===== src/rtl/fractal_iter_ctrl.sv =====
// Escape-time fractal scan controller: walks every pixel of a frame, iterates z
// through a shared external step unit and streams one iteration count per pixel.
module fractal_iter_ctrl #(
    parameter int H_RES    = 640,
    parameter int V_RES    = 480,
    parameter int X_OFF    = 320,
    parameter int Y_OFF    = 240,
    parameter int MAX_ITER = 63,
    parameter int ITER_W   = 6
) (
    input  logic              clk,
    input  logic              rst_n,
    input  logic              start,
    input  logic [31:0]       c,
    input  logic [31:0]       thres,
    output logic              busy,
    output logic              done,
    output logic [31:0]       step_z,
    input  logic [31:0]       step_zz,
    input  logic [31:0]       step_az,
    output logic              pix_valid,
    input  logic              pix_ready,
    output logic [11:0]       pix_x,
    output logic [11:0]       pix_y,
    output logic [ITER_W-1:0] pix_iter
);

    typedef enum logic [1:0] {IDLE, INIT, ITER, EMIT} state_t;

    state_t            state;
    state_t            state_next;
    logic [31:0]       c_q;
    logic [31:0]       thres_q;
    logic [31:0]       z;
    logic [11:0]       x;
    logic [11:0]       y;
    logic [11:0]       x_rel;
    logic [11:0]       y_rel;
    logic [ITER_W-1:0] iter;
    logic [ITER_W-1:0] result;
    logic              escape;
    logic              handshake;
    logic              last_x;
    logic              last_y;

    assign escape    = (step_az >= thres_q) || (iter == ITER_W'(MAX_ITER));
    assign handshake = (state == EMIT) && pix_ready;
    assign last_x    = (x == 12'(H_RES - 1));
    assign last_y    = (y == 12'(V_RES - 1));
    assign x_rel     = x - 12'(X_OFF);
    assign y_rel     = y - 12'(Y_OFF);

    // Valid comes purely from registered state, so it can never follow ready.
    assign pix_valid = (state == EMIT);
    assign pix_x     = x;
    assign pix_y     = y;
    assign pix_iter  = result;
    assign step_z    = z;

    always_ff @(posedge clk or negedge rst_n) begin
        if (!rst_n) begin
            state <= IDLE;
        end else begin
            state <= state_next;
        end
    end

    always_comb begin
        state_next = state;
        case (state)
            IDLE:    if (start) state_next = INIT;
            INIT:    state_next = ITER;
            ITER:    if (escape) state_next = EMIT;
            EMIT:    if (handshake) state_next = (last_x && last_y) ? IDLE : INIT;
            default: state_next = IDLE;
        endcase
    end

    always_ff @(posedge clk or negedge rst_n) begin
        if (!rst_n) begin
            c_q     <= '0;
            thres_q <= '0;
            z       <= '0;
            x       <= '0;
            y       <= '0;
            iter    <= '0;
            result  <= '0;
            busy    <= 1'b0;
            done    <= 1'b0;
        end else begin
            done <= 1'b0;
            case (state)
                IDLE: begin
                    if (start) begin
                        c_q     <= c;
                        thres_q <= thres;
                        x       <= '0;
                        y       <= '0;
                        busy    <= 1'b1;
                    end
                end
                INIT: begin
                    z    <= {4'h0, y_rel, 4'h0, x_rel};
                    iter <= '0;
                end
                ITER: begin
                    // Real and imaginary halves wrap independently.
                    if (escape) begin
                        result <= iter;
                    end else begin
                        z    <= {step_zz[31:16] + c_q[31:16], step_zz[15:0] + c_q[15:0]};
                        iter <= iter + ITER_W'(1);
                    end
                end
                EMIT: begin
                    if (handshake) begin
                        if (!last_x) begin
                            x <= x + 12'd1;
                        end else if (!last_y) begin
                            x <= '0;
                            y <= y + 12'd1;
                        end else begin
                            done <= 1'b1;
                            busy <= 1'b0;
                        end
                    end
                end
                default: ;
            endcase
        end
    end

endmodule


===== config.mk =====
export PLATFORM = sky130hd
export DESIGN_NAME = fractal_iter_ctrl
export DESIGN_NICKNAME = d
export VERILOG_FILES = /design/src/rtl/fractal_iter_ctrl.sv
export SDC_FILE = /design/constraint.sdc
export NUM_CORES = 1
export LEC_CHECK = 0
export ABC_AREA = 1
export CAP_MARGIN = 10
export CORE_ASPECT_RATIO = 1.2
export CORE_MARGIN = 3
export CORE_UTILIZATION = 53
export DETAILED_ROUTE_END_ITERATION = 10
export PLACE_DENSITY = 0.83
export SLEW_MARGIN = 20
export SYNTH_ARGS = -nofsm -noshare
export SYNTH_HDL_FRONTEND = slang
export SYNTH_SLANG_ARGS = --single-unit

===== constraint.sdc =====
create_clock -name clk -period 5.6 [get_ports clk]
set_input_delay 1.68 -clock clk [delete_from_list [all_inputs] [get_ports clk]]
set_output_delay 1.68 -clock clk [all_outputs]
set_load 0.02 [all_outputs]

Word level (Yosys, flattened, before mapping)
Cells that the tools add are included.
{"block": "word_totals", "regBits": 136, "wordCells": 72, "out_inout_bits": 65}
{"block": "classes", "n_addsub": 7, "magnitude_cmp": 1, "n_eq_ne": 14, "n_reduce_logical": 13, "n_mux": 27}
{"operator": "$mux 12", "count": 7}
{"operator": "$pmux 32 s2", "count": 1}
{"operator": "$pmux 12 s2", "count": 2}
{"operator": "$add 16x16->16", "count": 2}
{"operator": "$ge 32x32->1", "count": 1}
{"operator": "$mux 32", "count": 1}
{"operator": "$add 12x1->12 const B", "count": 2}
{"operator": "$eq 12x10->1 const B", "count": 1}
{"operator": "$eq 12x9->1 const B", "count": 1}
{"operator": "$pmux 6 s2", "count": 1}
{"operator": "$sub 12x8->12 const B", "count": 1}
{"operator": "$sub 12x9->12 const B", "count": 1}
{"operator": "$reduce_and 5->1", "count": 2}
{"operator": "$mux 1", "count": 9}
{"operator": "$ne 2x2->1 const B", "count": 4}
{"operator": "$pmux 2 s4", "count": 1}
{"operator": "$add 6x1->6 const B", "count": 1}
{"operator": "$eq 6x6->1 const B", "count": 1}
{"operator": "$mux 2", "count": 3}
{"operator": "$mux 6", "count": 1}
{"operator": "$ne 2x1->1 const B", "count": 3}
{"operator": "$reduce_and 2->1", "count": 3}
{"operator": "$eq 2x2->1 const B", "count": 2}
{"operator": "$reduce_and 4->1", "count": 1}
{"operator": "8 further kinds", "count": 10}

Logic depth before layout (Yosys ltp)
{"block": "logic_depth", "ltp_word": 5, "mapped_depth": 17, "depth_no_buf": 16}

Least setup slack after synthesis
OpenSTA, ideal clock, no wires.
{"block": "synth_timing", "kind": "input port to flip-flop", "startpoint": "input step_zz[0]", "endpoint": "register z[14] (netlist: step_z[14])", "arrival_ps": 3098, "required_time_ps": 5483, "cell_stages": 13, "slack_ps": 2385, "setup_time_ps": 117, "n_path_buf": 0, "cell_sequence": "ha_1 -> inv_1 -> fa_1 -> o21ai_0 -> nand2_1 -> nand2_1 -> nand2_1 -> nand2_1 -> nand2_1 -> nand2_1 -> nor2_1 -> nand2_1 -> nand2_1"}
{"block": "synth_via", "elab_chain_cells": 3}
{"element": "start: declaration", "line_no": "19", "source": "input logic [31:0] step_zz,"}
{"element": "$add 16x16->16", "line_no": "111", "source": "z <= {step_zz[31:16] + c_q[31:16], step_zz[15:0] + c_q[15:0]};"}
{"element": "$mux 32", "line_no": "108", "source": "if (escape) begin"}
{"element": "$pmux 32 s2", "line_no": "92", "source": "case (state)"}
{"element": "end signal: assignment", "line_no": "103", "source": "z <= {4'h0, y_rel, 4'h0, x_rel};"}
{"element": "end signal: assignment", "line_no": "111"}
{"element": "end: declaration", "line_no": "34", "source": "logic [31:0] z;"}
No other way between the ends. The select of a mux whose other input is x is not followed.
A chain may end at the register's enable or synchronous reset.

Worst setup path after layout
{"block": "layout_timing", "startpoint": "input step_az[6]", "endpoint": "register z[25] (netlist: step_z[25])"}
{"block": "layout_via", "elab_chain_cells": 4}
{"element": "start: declaration", "line_no": "20", "source": "input logic [31:0] step_az,"}
{"element": "$ge 32x32->1", "line_no": "46", "source": "assign escape = (step_az >= thres_q) || (iter == ITER_W'(MAX_ITER));"}
{"element": "$logic_or 1x1->1", "line_no": "46"}
{"element": "$ne 2x2->1 (no source line)"}
{"element": "$reduce_and 2->1 (no source line)"}
No other way between the ends.

==> results.yml <==
outcome:
  outcome: "complete, no violations"
detailed_routing:
  vias_per_cell: 5.292
  first_pass_iters: 5
  routedWlPerCell_um: 14.91
  ant_nets: 0
  finalWirelength_um: 23670
  drt_first_iter_violations: 541
  route.detailed.drc: 0
  vias: 8404
setup_path:
  r2r_cells: 9
  setup.worst_path.start: "step_az[6]"
  start_kind: "primary input"
  crit_path_end_kind: "flip-flop"
  critPathRequiredTime_ns: 5.91
  critical_path_class: "primary input to flip-flop"
  regToRegSetupSlack_ns: 2.66
  r2r-end: "step_z[25]"
  r2r-start: "state[0]"
  cp_max_fo: 42
  arrival_ns: 4.24
logic_synthesis:
  synth_top_area_share_pct: 37.91
  syn-num-nets: 1390
  yosysWarnings: 0
  ys_seq_area_share_pct: 37.91
  syn_area_per_cell_um2: 7.600
  synth-seq-cells: 136
  synth_cells: 1181
  synth_top_area_cell: "dfrtp_1"
  yosysUniqueCellTypes: 39
  synth_area_mm2: 0.008976
  yosys-top-cells-area: "dfrtp_1 (38%), nand2_1 (14%), ha_1 (10%)"
placed_design:
  gp_congestion: 0.9177
  dpl-instance-area_mm2: 0.01106
  dp_slack_ns: 1.278
  portBuffers: 196
  placed_cells: 1556
  hpwl_um: 17980
clocking:
  cts-hold-fix-buffers: 0
  cts_buffers: 17
  clkSlewWorstSetupHoldPaths_ns: 0.06
  htreeDepth: 4
  cts_resized: 0
  cts_tree: "built"
  cts_num_sinks: 136
  cts_setup_buffers: 0
  clkLatencyLatePin_ns: 0.43
  root_buffer: "clkbuf_16"
  clk_path_buf_depth: 2
sta:
  hold_viol_final: 0
  finalMaxSlewViolations: 0
  worstMarginPinSlew_ns: 0.9417
  period_share_pct: 70.15
  slew_headroom_pct: 37.22
  layout_setup_ws_ns: 1.672
  fin_crit_ns: 3.928
  clock_skew_ns: 0.006005
  grt_setup_unrepaired: "no"
  timing.fmax_ghz: 0.2546
  setup_violations: 0
  tns_ns: 0
grt:
  grt_pass1_vias: 8019
  grt_first_pass_wirelength_um: 38320
  grt_usage_pct: 25.47
  use_met3_pct: 3.987
  grt.busiest_layer: "met2"
  grt_max_degree: 115
  met2_usage_pct: 44.32
  grt.met1_usage_pct: 31.83
  grt_antenna_before_repair: 0
  grt-ovfl-total: 0
final_layout:
  design_area_mm2: 0.01168
  final_common_cell: "nand2_1"
  drive_gt1_share_pct: 6.977
  final_nets: 1572
  num_antenna_cells: 0
  syn_to_final_growth_pct: 30.14
  instances_no_fill: 1588
  final_cell_mix: "nand2_1 (327), clkdlybuf4s50_1 (195), dfrtp_1 (136)"
die:
  rows: 51
  ios: 197
  die_w_um: 124.8
  die_height_um: 148.6
  die_area_mm2: 0.01854
  core-area_mm2: 0.01640
  initial_core_util_pct: 54.73
min_path:
  hold_path_class: "flip-flop to flip-flop"
  hold_end: "pix_iter[1]"
  hold_path_depth: 2
  hold_path_startpoint: "pix_iter[1]"
run:
  maxCapViolations: 0
power:
  power_density_mw_per_mm2: 488.4
  clkPwrFrac_pct: 20.4
  power.internal_uw: 3222
  pwr-share-comb_pct: 52.1
  power.leakage_uw: 0.005789
  switchingPower_uw: 2483
  p_seq_share_pct: 27.5
  switching_share_pct: 43.52
  ir_drop_v: 0.0002350
==> registers in the layout, summed over array words and instances, names as in the netlist <==
signal    count
c_q          32
step_z       32
thres_q      32
pix_x        12
pix_y        12
iter          6
pix_iter      6
state         2
busy          1
done          1
==> layout make-up <==
cell class,instances,area (um2)
multi-input combinational,870,4881
fill,1308,4718
sequential,136,3403
timing repair buffer,200,1996
inverter,138,523.0
clock buffer,20,466.7
tap,212,265.3
clock inverter,12,146.4
==> cells in the mapped netlist <==
library cell and n:
nand3b_1 9, o31ai_1 3, nand3_1 94, clkinv_1 1, nand2_1 328, buf_1 7, inv_2 3, buf_2 10
a21oi_2 1, xor2_1 29, nand3_2 3, nor3_2 2, buf_4 5, nor4_1 1, nand4_1 17, buf_6 2
and2_1 1, fa_1 2, a21oi_1 76, nor2_1 106, o21ai_2 6, or2_2 3, dfrtp_1 136, mux2_2 32
xnor2_1 2, nor2_2 4, clkinv_4 1, nand2_2 3, nor3_1 17, nor3b_1 3, ha_1 75, clkbuf_1 13
o211ai_1 1, inv_1 133, a31oi_1 1, a21o_1 5, o21ai_0 34, o21ai_1 11, o21a_1 1
==> metal layers <==
| metal | routed length, um | part of all wire [%] | up-vias |
|---|---|---|---|
| met5 | 0 | 0 | - |
| met4 | 747 | 3.2 | 0 |
| met3 | 1425 | 6.0 | 47 |
| met2 | 11820 | 50 | 295 |
| met1 | 9678 | 41 | 3875 |
| li1 | - | - | 4187 |
==> critical path, stage by stage <==
cell and delay [ns]:
clkdlybuf4s50_1 0.43, ha_1 0.29, nand2_1 0.06, nor2_1 0.14, nand2_1 0.08, nor2_1 0.10, nor2_1 0.05, nand2_1 0.09
nand2_1 0.08, nand3_2 0.06, buf_4 0.38, nand2_2 0.50, nand2_1 0.21, nand2_1 0.07
==> power groups by stage <==
stage / clock network [uW] / logic [uW] / registers, uW
floorplan: 0 / 2020 / 1650
global placement: 0 / 2870 / 1570
detailed placement: 0 / 2940 / 1580
CTS: 1180 / 2970 / 1570
global route: 1220 / 3320 / 1610
finish: 1160 / 2970 / 1570
==> kinds of logic (layout without fill, tap and decap cells) <==
group	after synthesis	count (layout)	share of synthesized area, %
and+or+nand+nor	591	591	27.92
DFF	136	136	37.91
muxes	32	32	4.015
xor gates and xnor gates	31	31	3.025
buffers and inverters	175	370	7.890
AOI/OAI and AO/OA	139	139	8.336
adders and majority gates	77	77	10.90
==> worst max-delay path by stage <==
stage,cells past startpoint,to,slack (ns)
detailed placement,14,iter[5],1.28
floorplan,13,step_z[14],2.39
CTS,14,step_z[3],1.70
global placement,14,step_z[22],1.32
finish,14,step_z[25],1.67
global route,14,step_z[19],1.47
==> through the flow <==
step	power (uW)	utilization (%)	hold slack, ns
3_5_place_dp	4520	67.42	0.4743
4_1_cts	5720	71.16	0.4901
3_3_place_gp	4437	67.42	0.4583
2_1_floorplan	3667	-	0.4836
6_report	5705	71.23	0.4882
5_1_grt	6150	71.23	0.5145
Power figures use the tool's default switching activity.
